$ cat config.mk
export PLATFORM = sky130hd
export DESIGN_NAME = exu_regrd_arb
export DESIGN_NICKNAME = d
export VERILOG_FILES = /design/src/rtl/exu_regrd_arb.sv
export SDC_FILE = /design/constraint.sdc
export NUM_CORES = 1
export LEC_CHECK = 0
export CAP_MARGIN = 30
export CORE_ASPECT_RATIO = 1.5
export CORE_MARGIN = 2
export CORE_UTILIZATION = 44
export CTS_CLUSTER_DIAMETER = 120
export DETAILED_ROUTE_END_ITERATION = 12
export PLACE_DENSITY = 0.94
export RECOVER_POWER = 25
export SYNTH_ARGS = -nofsm -noshare
export SYNTH_HDL_FRONTEND = slang
export SYNTH_SLANG_ARGS = --single-unit
$ cat constraint.sdc
create_clock -name hclk -period 7 [get_ports hclk]
set_clock_uncertainty 0.2 [all_clocks]
set_input_delay 1.05 -clock hclk [delete_from_list [all_inputs] [get_ports hclk]]
set_output_delay 1.05 -clock hclk [all_outputs]
set_load 0.1 [all_outputs]
$ cat src/rtl/exu_regrd_arb.sv
// exu_regrd_arb
//   Shares the two register-file read ports among NREQ EXU sub-units.
//   One requester is granted per cycle in round-robin order. The RF ports
//   are driven from registers, and the synchronous-read data is returned
//   with a one-hot response strobe.
//
//   Pipeline per transaction:
//     ARB     : combinational pick from req_valid & ~pending
//     ISSUE   : gnt, reg_ren_*, reg_raddr_* registered
//     CAPTURE : rsp_valid, rsp_rdata_* registered from reg_rdata_*
//
// Ports
//   hclk, hrst                 clock, async active-high reset
//   req_valid/ren1/ren2        per-requester request and operand enables
//   req_rs1/req_rs2            5-bit register index per requester, slice i
//   exu_stall                  blocks new grants only
//   gnt                        one-hot grant pulse
//   reg_raddr_*/reg_ren_*      RF read port drive
//   reg_rdata_*                RF data, valid the cycle after reg_ren_*
//   rsp_valid, rsp_rdata_*     one-hot response strobe and operand data

// Per-requester outstanding flag. A requester is eligible only while it has
// no transaction in flight.
module exu_regrd_arb_slot (
  input  logic hclk,
  input  logic hrst,
  input  logic req_valid,
  input  logic set,
  input  logic clr,
  output logic elig
);
  logic pending;

  // set and clr never coincide: set needs pending=0 and clr needs pending=1
  always_ff @(posedge hclk or posedge hrst) begin
    if (hrst)     pending <= 1'b0;
    else if (set) pending <= 1'b1;
    else if (clr) pending <= 1'b0;
  end

  assign elig = req_valid & ~pending;
endmodule

module exu_regrd_arb #(
  parameter int NREQ = 4
) (
  input  logic              hclk,
  input  logic              hrst,
  input  logic [NREQ-1:0]   req_valid,
  input  logic [NREQ-1:0]   req_ren1,
  input  logic [NREQ-1:0]   req_ren2,
  input  logic [5*NREQ-1:0] req_rs1,
  input  logic [5*NREQ-1:0] req_rs2,
  input  logic              exu_stall,
  output logic [NREQ-1:0]   gnt,
  output logic [4:0]        reg_raddr_1,
  output logic              reg_ren_1,
  output logic [4:0]        reg_raddr_2,
  output logic              reg_ren_2,
  input  logic [31:0]       reg_rdata_1,
  input  logic [31:0]       reg_rdata_2,
  output logic [NREQ-1:0]   rsp_valid,
  output logic [31:0]       rsp_rdata_1,
  output logic [31:0]       rsp_rdata_2
);
  localparam int IW     = (NREQ > 1) ? $clog2(NREQ) : 1;
  localparam int STAGES = 1;

  typedef struct packed {
    logic [IW-1:0] idx;
    logic          ren1;
    logic          ren2;
  } txn_t;

  logic [IW-1:0]   rr_ptr;
  logic [IW-1:0]   next_ptr;
  logic [IW-1:0]   cand;
  logic [IW-1:0]   win_idx;
  logic            win_found;
  logic [4:0]      win_rs1;
  logic [4:0]      win_rs2;
  txn_t            win_txn;
  txn_t            iss_q;   // transaction driving the RF ports
  txn_t            rd_q;    // transaction whose data is on reg_rdata_*
  logic [NREQ-1:0] elig;
  logic [NREQ-1:0] set_pend;
  logic [NREQ-1:0] clr_pend;
  // [0]: ISSUE stage occupied, [1]: RF data cycle occupied
  logic [STAGES:0] vld_pipe;

  exu_regrd_arb_slot u_slot [NREQ-1:0] (
    .hclk      (hclk),
    .hrst      (hrst),
    .req_valid (req_valid),
    .set       (set_pend),
    .clr       (clr_pend),
    .elig      (elig)
  );

  // Round-robin search starting at rr_ptr, wrapping modulo NREQ.
  always_comb begin
    win_found = 1'b0;
    win_idx   = '0;
    cand      = '0;
    for (int k = 0; k < NREQ; k++) begin
      cand = IW'((int'(rr_ptr) + k) % NREQ);
      if (!exu_stall && !win_found && elig[cand]) begin
        win_found = 1'b1;
        win_idx   = cand;
      end
    end
  end

  always_comb begin
    next_ptr     = IW'((int'(win_idx) + 1) % NREQ);
    win_txn.idx  = win_idx;
    win_txn.ren1 = win_found & req_ren1[win_idx];
    win_txn.ren2 = win_found & req_ren2[win_idx];
    // unused ports are driven with address 0 so the RF sees a quiet bus
    win_rs1      = win_txn.ren1 ? req_rs1[5*int'(win_idx) +: 5] : 5'd0;
    win_rs2      = win_txn.ren2 ? req_rs2[5*int'(win_idx) +: 5] : 5'd0;
  end

  always_comb begin
    set_pend = '0;
    if (win_found) set_pend[win_idx] = 1'b1;
    clr_pend = '0;
    if (vld_pipe[1]) clr_pend[rd_q.idx] = 1'b1;
  end

  always_ff @(posedge hclk or posedge hrst) begin
    if (hrst) begin
      rr_ptr      <= '0;
      vld_pipe    <= '0;
      iss_q       <= '0;
      rd_q        <= '0;
      gnt         <= '0;
      reg_ren_1   <= 1'b0;
      reg_ren_2   <= 1'b0;
      reg_raddr_1 <= '0;
      reg_raddr_2 <= '0;
      rsp_valid   <= '0;
      rsp_rdata_1 <= '0;
      rsp_rdata_2 <= '0;
    end else begin
      vld_pipe    <= {vld_pipe[STAGES-1:0], win_found};
      iss_q       <= win_txn;
      rd_q        <= iss_q;
      gnt         <= set_pend;
      reg_ren_1   <= win_txn.ren1;
      reg_ren_2   <= win_txn.ren2;
      reg_raddr_1 <= win_rs1;
      reg_raddr_2 <= win_rs2;
      // response strobe leaves on the same edge that frees the requester
      rsp_valid   <= clr_pend;
      if (vld_pipe[1]) begin
        rsp_rdata_1 <= rd_q.ren1 ? reg_rdata_1 : 32'd0;
        rsp_rdata_2 <= rd_q.ren2 ? reg_rdata_2 : 32'd0;
      end
      if (win_found) rr_ptr <= next_ptr;
    end
  end
endmodule

# [After elaboration in Yosys (flattened, before gate mapping)]
# Index checks and enable logic that the tools add are counted.
[classes] mux=38 addsub=4 mul=1 n_bitwise=10 reduce_logical=17 magnitude_cmp=8 shift=2
[ops] operator="$mux 32" n=2
[ops] operator="$shiftx 20x32->5" n=1
[ops] operator="$mux 1" n=20
[ops] operator="$shiftx 20x6->5" n=1
[ops] operator="$lt 2x3->1 const B" n=6
[ops] operator="$bmux 1 s2" n=6
[ops] operator="$mux 5" n=2
[ops] operator="$logic_and 1x1->1" n=9
[ops] operator="$mux 2" n=4
[ops] operator="$mux 4" n=2
[ops] operator="$reduce_bool 2->1" n=4
[ops] operator="$and 1x1->1" n=6
[ops] operator="$mul 3x2->5 const A" n=1
[ops] operator="$add 2x1->2 const B" n=2
[ops] operator="$add 2x2->2 const B" n=2
[ops] operator="$demux 1 s2" n=2
[ops] operator="$ge 2x1->1 const B" n=2
[ops] operator="$logic_not 1->1" n=4
[ops] operator="$not 1->1" n=4
[word_totals] word_cells=98 output_inout_bits=84 register_bits=98

# [Depth between registers and ports, before layout]
# Gate-level depths: netlist (run 1).
[depth] ltp_word=24 mapped_depth=7 depth_no_buf=6

# [Cells and area by module]
# A second synthesis (run 1) with hierarchy kept.
[hier_totals] cells_unflattened=460 area_unflattened_um2=4315.4
[modules_own_cells] mod="exu_regrd_arb" area_per_inst_um2=4130.2 cells_each=440 instances=1 seq_area_each_um2=2352.3
[modules_own_cells] mod="exu_regrd_arb_slot" area_per_inst_um2=46.3 cells_each=5 instances=4 seq_area_each_um2=25.0

# [Worst setup path before layout (run 1)]
# Ideal clock, no wire load.
[synth_path] path_type="in2reg" startpoint="input port req_valid[2]" endpoint="register iss_q[0] in the netlist's numbering" required_time_ps=6677 setup_ps=123 setup_slack_ps=4321 path_stages=7 arrival_ps=2356 path_cell_list="nor2b_1 -> nor4_1 -> o21ai_1 -> a31oi_4 -> buf_6 -> mux2_4 -> o2bb2ai_1"
[synth_lines] element="from (decl)" line_no="49" rtl="input logic [NREQ-1:0] req_valid,"
[synth_lines] element="to (signal assigned)" line_no="147" rtl="iss_q <= win_txn;"
[synth_lines] element="to (decl)" line_no="83" rtl="txn_t iss_q;"

==> results.txt, run 1 <==
Tcrit/Tclk final - 49.8%
Synth top area share - 58.4%
Min Clock Period, post-route - 3480 ps
vias in the first global route - 3905
Leakage - 2.77 nW
post-CTS sizing - 0
slowest cell on the critical path - dfrtp_1
io pins - 203
post-route setup TNS - 0 ps
critical path type - register to register
Post-Syn Area - 4200 µm²
die width - 83.8 µm
CP required - 7020 ps
pre-CTS setup slack - 3500 ps
crit start category - register
Multi-input gate area - 1380 µm²
CP arrival - 3500 ps
Peak Freq - 0.287 GHz
Post-synth EDFFs - 0
antenna-violating nets left - 0
crit-path cells - and2_0 -> clkbuf_1 -> nand2_1 -> o21ai_0
NetSw - 1.18 mW
Die Ht - 124 µm
Rel. slew slack - -20.8%
DIE AREA - 10400 µm²
Switching Share - 47.4%
Post-synth ARST share - 100%
Via density - 5.11
CP max stage delay - 1560 ps
Synth Register Bits - 98
share of the yosys chip area belonging to registers - 58.4%
leading area contributor after synthesis - dfrtp_1
Nets - 758
Max Cap Violations - 2
synthesized area per cell - 9.48 µm²
crit path capture type - register
worst setup margin - 3520 ps
final WL - 11900 µm
part of the power in registers - 30.9%
root buffer cell - clkbuf_16
Post-CTS Setup Bufs - 0
CTS max path bufs - 2
Starting DRT DRC Count - 189
VDD IR max - 0.294 mV
synth cell count leaders - 105 x nand2_1, 98 x dfrtp_1, 69 x inv_1, 69 x o21ai_0, 22 x mux2i_1
CTS tree - built
RSZ-0062 raised after global routing - false
top_reg_cell synth - dfrtp_1
outcome - finished, violations left
worst skew pair latency - 330 ps
clock sinks - 98
Synth warnings - 0
violated checks - capacitance limit, slew limit
share of layout cells above drive strength 1 - 4.04%
post-synth net total - 562
vias - 3862
total clock buffers created by CTS - 9
logic gate share of total power - 47.2%
routability cong. - 0.898
gr ovfl total - 0
initial antenna violation count - 0
largest net degree at the start of global routing - 72
count leader, synth - nand2_1
number of diodes - 0
Power Internal - 1.31 mW
DRC violations left - 0
CP max FO - 71
Power Density - 376 nW/µm²
drt first pass iters - 5
minimum hold slack - 153 ps
Slew Limit Fails - 116
Initial Utilization - 45.4%
Reg area - 2450 µm²
Fillers - 648
Final Hold Viols - 0
CTS clk-pin slew, worst paths - 60 ps
wire per inst - 15.7 µm
DPL Wire Length - 9070 µm
first-pass GRT wire length - 18400 µm
Gate Count Post-Synth - 443
HP Class - register to register
gr usage total - 22.7%
Clock Power Share - 21.9%
synth unique cells - 35
# hold bufs at CTS - 0
core area - 9250 µm²
CTS H-tree lvls - 3
Final setup viols - 0
Layout area overhead - 58.2%
Worst-Margin Slew - 1810 ps
Port Buffers - 202
Core Util, Final - 71.8%
cell row count - 43
Synth area leaders - dfrtp_1 58%, nand2_1 9.4%, o21ai_0 8.2%, inv_1 6.2%, mux2i_1 5.2%
metrics by stage:
stage	cell area (µm²)	std cells	power, mW
final	6640	756	2.50
after global routing	6640	756	2.59
after CTS	6670	756	2.51
after detailed placement	6330	740	1.96
after global placement	6270	737	1.92
after floorplan	4200	443	1.62
layout by cell type (no fill, tap or decap), types with 3 or more instances in the layout:
| master | netlist | layout |
|---|---|---|
| a22o_1 | 10 | 10 |
| clkbuf_1 | 15 | 3 |
| o21ai_0 | 69 | 69 |
| o2bb2ai_1 | 3 | 3 |
| mux2i_1 | 22 | 22 |
| and3_1 | 3 | 3 |
| inv_1 | 69 | 68 |
| bufinv_16 | 0 | 3 |
| nand2_1 | 105 | 105 |
| o21ai_1 | 3 | 3 |
| clkbuf_16 | 0 | 9 |
| clkdlybuf4s50_1 | 0 | 201 |
| nor2_1 | 8 | 8 |
| dfrtp_1 | 98 | 98 |
| nor2b_1 | 5 | 5 |
layer usage:
layer / vias up / wire [µm] / global-route usage [%]
met1: 1806 / 4180 / 23.7
met3: 48 / 832 / 5.63
met5: - / 0 / 0
li1: 1792 / - / -
met4: 0 / 576 / 12.6
met2: 216 / 6320 / 41.7
power by group through the flow:
stage,combinational [mW],clock [mW],sequential (mW)
finish,1.18,0.546,0.770
global route,1.22,0.581,0.786
CTS,1.19,0.556,0.770
detailed placement,1.18,0,0.779
global placement,1.16,0,0.769
floorplan,0.174,0,1.45
cell type report:
class / instances / share of cell area [%]
Sequential cell: 98 / 36.9
Timing Repair Buffer: 207 / 31.2
Multi-Input combinational cell: 253 / 20.7
Inverter: 70 / 3.97
Clock buffer: 11 / 3.50
Tap cell: 112 / 2.11
Clock inverter: 5 / 1.54
logic make-up (layout without fill, tap and decap cells):
kind of cell	Yosys count	after routing	share of synthesized area, %
AND/OR/NAND/NOR	135	135	13.6
multiplexers	24	24	5.87
buffers and inverters	92	293	8.85
AO/OA/AOI/OAI	92	92	12.8
adder cells (fa/ha/maj)	2	2	0.477
flip-flops	98	98	58.4
sequential cells by signal (all words and copies together) (netlist names):
register,count
reg_raddr_1,5
rsp_rdata_1,32
iss_q,4
rd_q,4
reg_raddr_2,5
rr_ptr,2
rsp_rdata_2,32
u_slot.pending,4
rsp_valid,4
vld_pipe,2
gnt,4
worst max-delay path: cells and delay by family (launching register included):
| kind | cells | cell delay, ps |
|---|---|---|
| AOI/OAI and AO/OA | 1 | 150 |
| DFF | 1 | 1560 |
| buffers and inverters | 1 | 940 |
| and+or+nand+nor | 2 | 500 |
final timing paths:
path | slack, ps | depth (start not counted) | endpoint | startpoint
min in group asynchronous | 1410 | 2 | reg_raddr_1[4] | hrst
max | 3520 | 4 | rsp_rdata_2[25] | vld_pipe[1]
min reg2reg | 150 | 0 | vld_pipe[1] | vld_pipe[0]
min | 150 | 0 | vld_pipe[1] | vld_pipe[0]
max reg2reg | 3520 | 4 | rsp_rdata_2[25] | vld_pipe[1]
max in group asynchronous | 3810 | 3 | rsp_rdata_1[10] | hrst
Note: power is estimated with default switching activity, not from simulation.
==> run 2: changes to the inputs <==
CORE_UTILIZATION = 37   (was 44)
PLACE_DENSITY = 0.85   (was 0.94)
clock period = 3 ns   (was 7 ns; I/O delays follow)
==> run 2 against run 1 <==
- the flow now finishes without violations
- combinational power is 130% higher
- non-clock buffer count up 5
- core utilization is 13 points lower
- power increased by 120%
- clock power is 110% higher
- critical path type is now primary input to register
- highest routed layer unchanged
==> results.txt, run 2 (synthesis results as in run 1) <==
outcome - finished, final reports clean
total clock buffers created by CTS - 9
minimum hold slack - 151 ps
Min Clock Period, post-route - 2520 ps
part of the power in registers - 31.5%
# hold bufs at CTS - 0
post-route setup TNS - 0 ps
RSZ-0062 raised after global routing - false
DIE AREA - 12200 µm²
NetSw - 2.77 mW
worst path bufs/invs - 2
crit-path cells - clkdlybuf4s50_1 -> nor2b_1 -> nor4_1 -> o21ai_1 -> a31oi_4 -> buf_4 -> mux2i_1 -> a22o_1
Port Buffers - 202
CTS max path bufs - 2
number of diodes - 0
CP max FO - 9
commonest non-fill, non-tap cell in the layout - clkdlybuf4s50_1
root buffer cell - clkbuf_16
worst skew pair latency - 330 ps
CP max stage delay - 450 ps
Nets - 763
vias in the first global route - 3878
Rel. slew slack - 8.60%
Die Ht - 134 µm
Switching Share - 49.4%
Worst-Margin Slew - 1370 ps
Starting DRT DRC Count - 113
crit start category - primary input
die width - 91.0 µm
Final Hold Viols - 0
Via density - 4.74
VDD IR max - 0.356 mV
gr ovfl total - 0
CTS tree - built
DRC violations left - 0
gr usage total - 19.0%
CTS H-tree lvls - 3
largest net degree at the start of global routing - 57
slowest cell on the critical path - a31oi_4
Tcrit/Tclk final - 84.1%
crit path capture type - register
Post-CTS Setup Bufs - 0
Slew Limit Fails - 0
HP Class - register to register
Leakage - 2.96 nW
Initial Utilization - 38.0%
core area - 11100 µm²
Peak Freq - 0.396 GHz
final WL - 11500 µm
Clock Power Share - 20.1%
post-CTS sizing - 0
io pins - 203
non-filler cells, final - 795
top cell family by delay on the critical path - compound AO/OA/AOI/OAI gates
most frequent cells in the layout - 117 x clkdlybuf4s50_1, 105 x nand2_1, 97 x dfrtp_1
drt first pass iters - 4
vias - 3772
Power Internal - 2.83 mW
DPL Wire Length - 9040 µm
critical path type - primary input to register
wire per inst - 14.4 µm
antenna-violating nets left - 0
initial antenna violation count - 0
Power Density - 858 nW/µm²
first-pass GRT wire length - 18600 µm
share of layout cells above drive strength 1 - 18.2%
CP required - 3010 ps
Final setup viols - 0
CP arrival - 2540 ps
biggest regs - rsp_rdata_1: 32 flops, rsp_rdata_2: 32 flops
CTS clk-pin slew, worst paths - 70 ps
clock sinks - 98
Post-Place Cells - 780
routability cong. - 0.840
total power - 5.60 mW
Max Cap Violations - 0
r2r setup slk - 630 ps
logic gate share of total power - 48.4%
Layout area overhead - 55.5%
cell row count - 47
-- run 2: worst paths after layout --
check,to,depth (start not counted),startpoint
worst max-delay path,reg_raddr_2[4],8,req_valid[2]
worst min-delay path,rd_q[3],0,iss_q[3]
worst max register to register,reg_raddr_2[4],7,u_slot[3].pending
worst min register to register,rd_q[3],0,iss_q[3]
max in group asynchronous,rsp_rdata_2[11],3,hrst
min in group asynchronous,rsp_rdata_1[3],2,hrst
-- run 2: metrics by stage --
stage,instance area (µm²),utilization (%),setup slack [ps]
after global placement,6200,56.1,271
after floorplan,4200,-,921
after detailed placement,6260,56.6,150
after CTS,6550,59.2,506
final,6530,59.1,477
after global routing,6530,59.1,334
-- run 2: metal layers --
layer	global-route usage, %	up-vias	wire length [µm]
li1	-	1808	-
met2	34.4	172	5920
met5	0	-	0
met1	21.3	1768	4500
met4	6.99	0	225
met3	5.02	24	835
-- run 2: layout make-up --
type / count / area [µm²]
fillers: 920 / 4530
inverters: 70 / 264
clock buffers: 9 / 225
clock inverters: 6 / 67.6
well taps: 147 / 184
flip-flops and latches: 98 / 2450
repair buffers: 212 / 1960
multi-input cells: 253 / 1380
-- run 2: worst register-to-register path, stage by stage, from the launching register on --
cell      delay (ps)
dfrtp_1          420
nand2b_4         170
nor4_1           350
o21ai_1          150
a31oi_4          450
buf_4            210
mux2i_1           70
a22o_1           230
-- run 2: power groups by stage --
stage | clock network, mW | logic (mW) | registers [mW]
2_1_floorplan | 0 | 0.406 | 3.38
3_3_place_gp | 0 | 2.68 | 1.77
3_5_place_dp | 0 | 2.73 | 1.79
4_1_cts | 1.16 | 2.73 | 1.76
5_1_grt | 1.22 | 2.82 | 1.80
6_report | 1.13 | 2.71 | 1.76
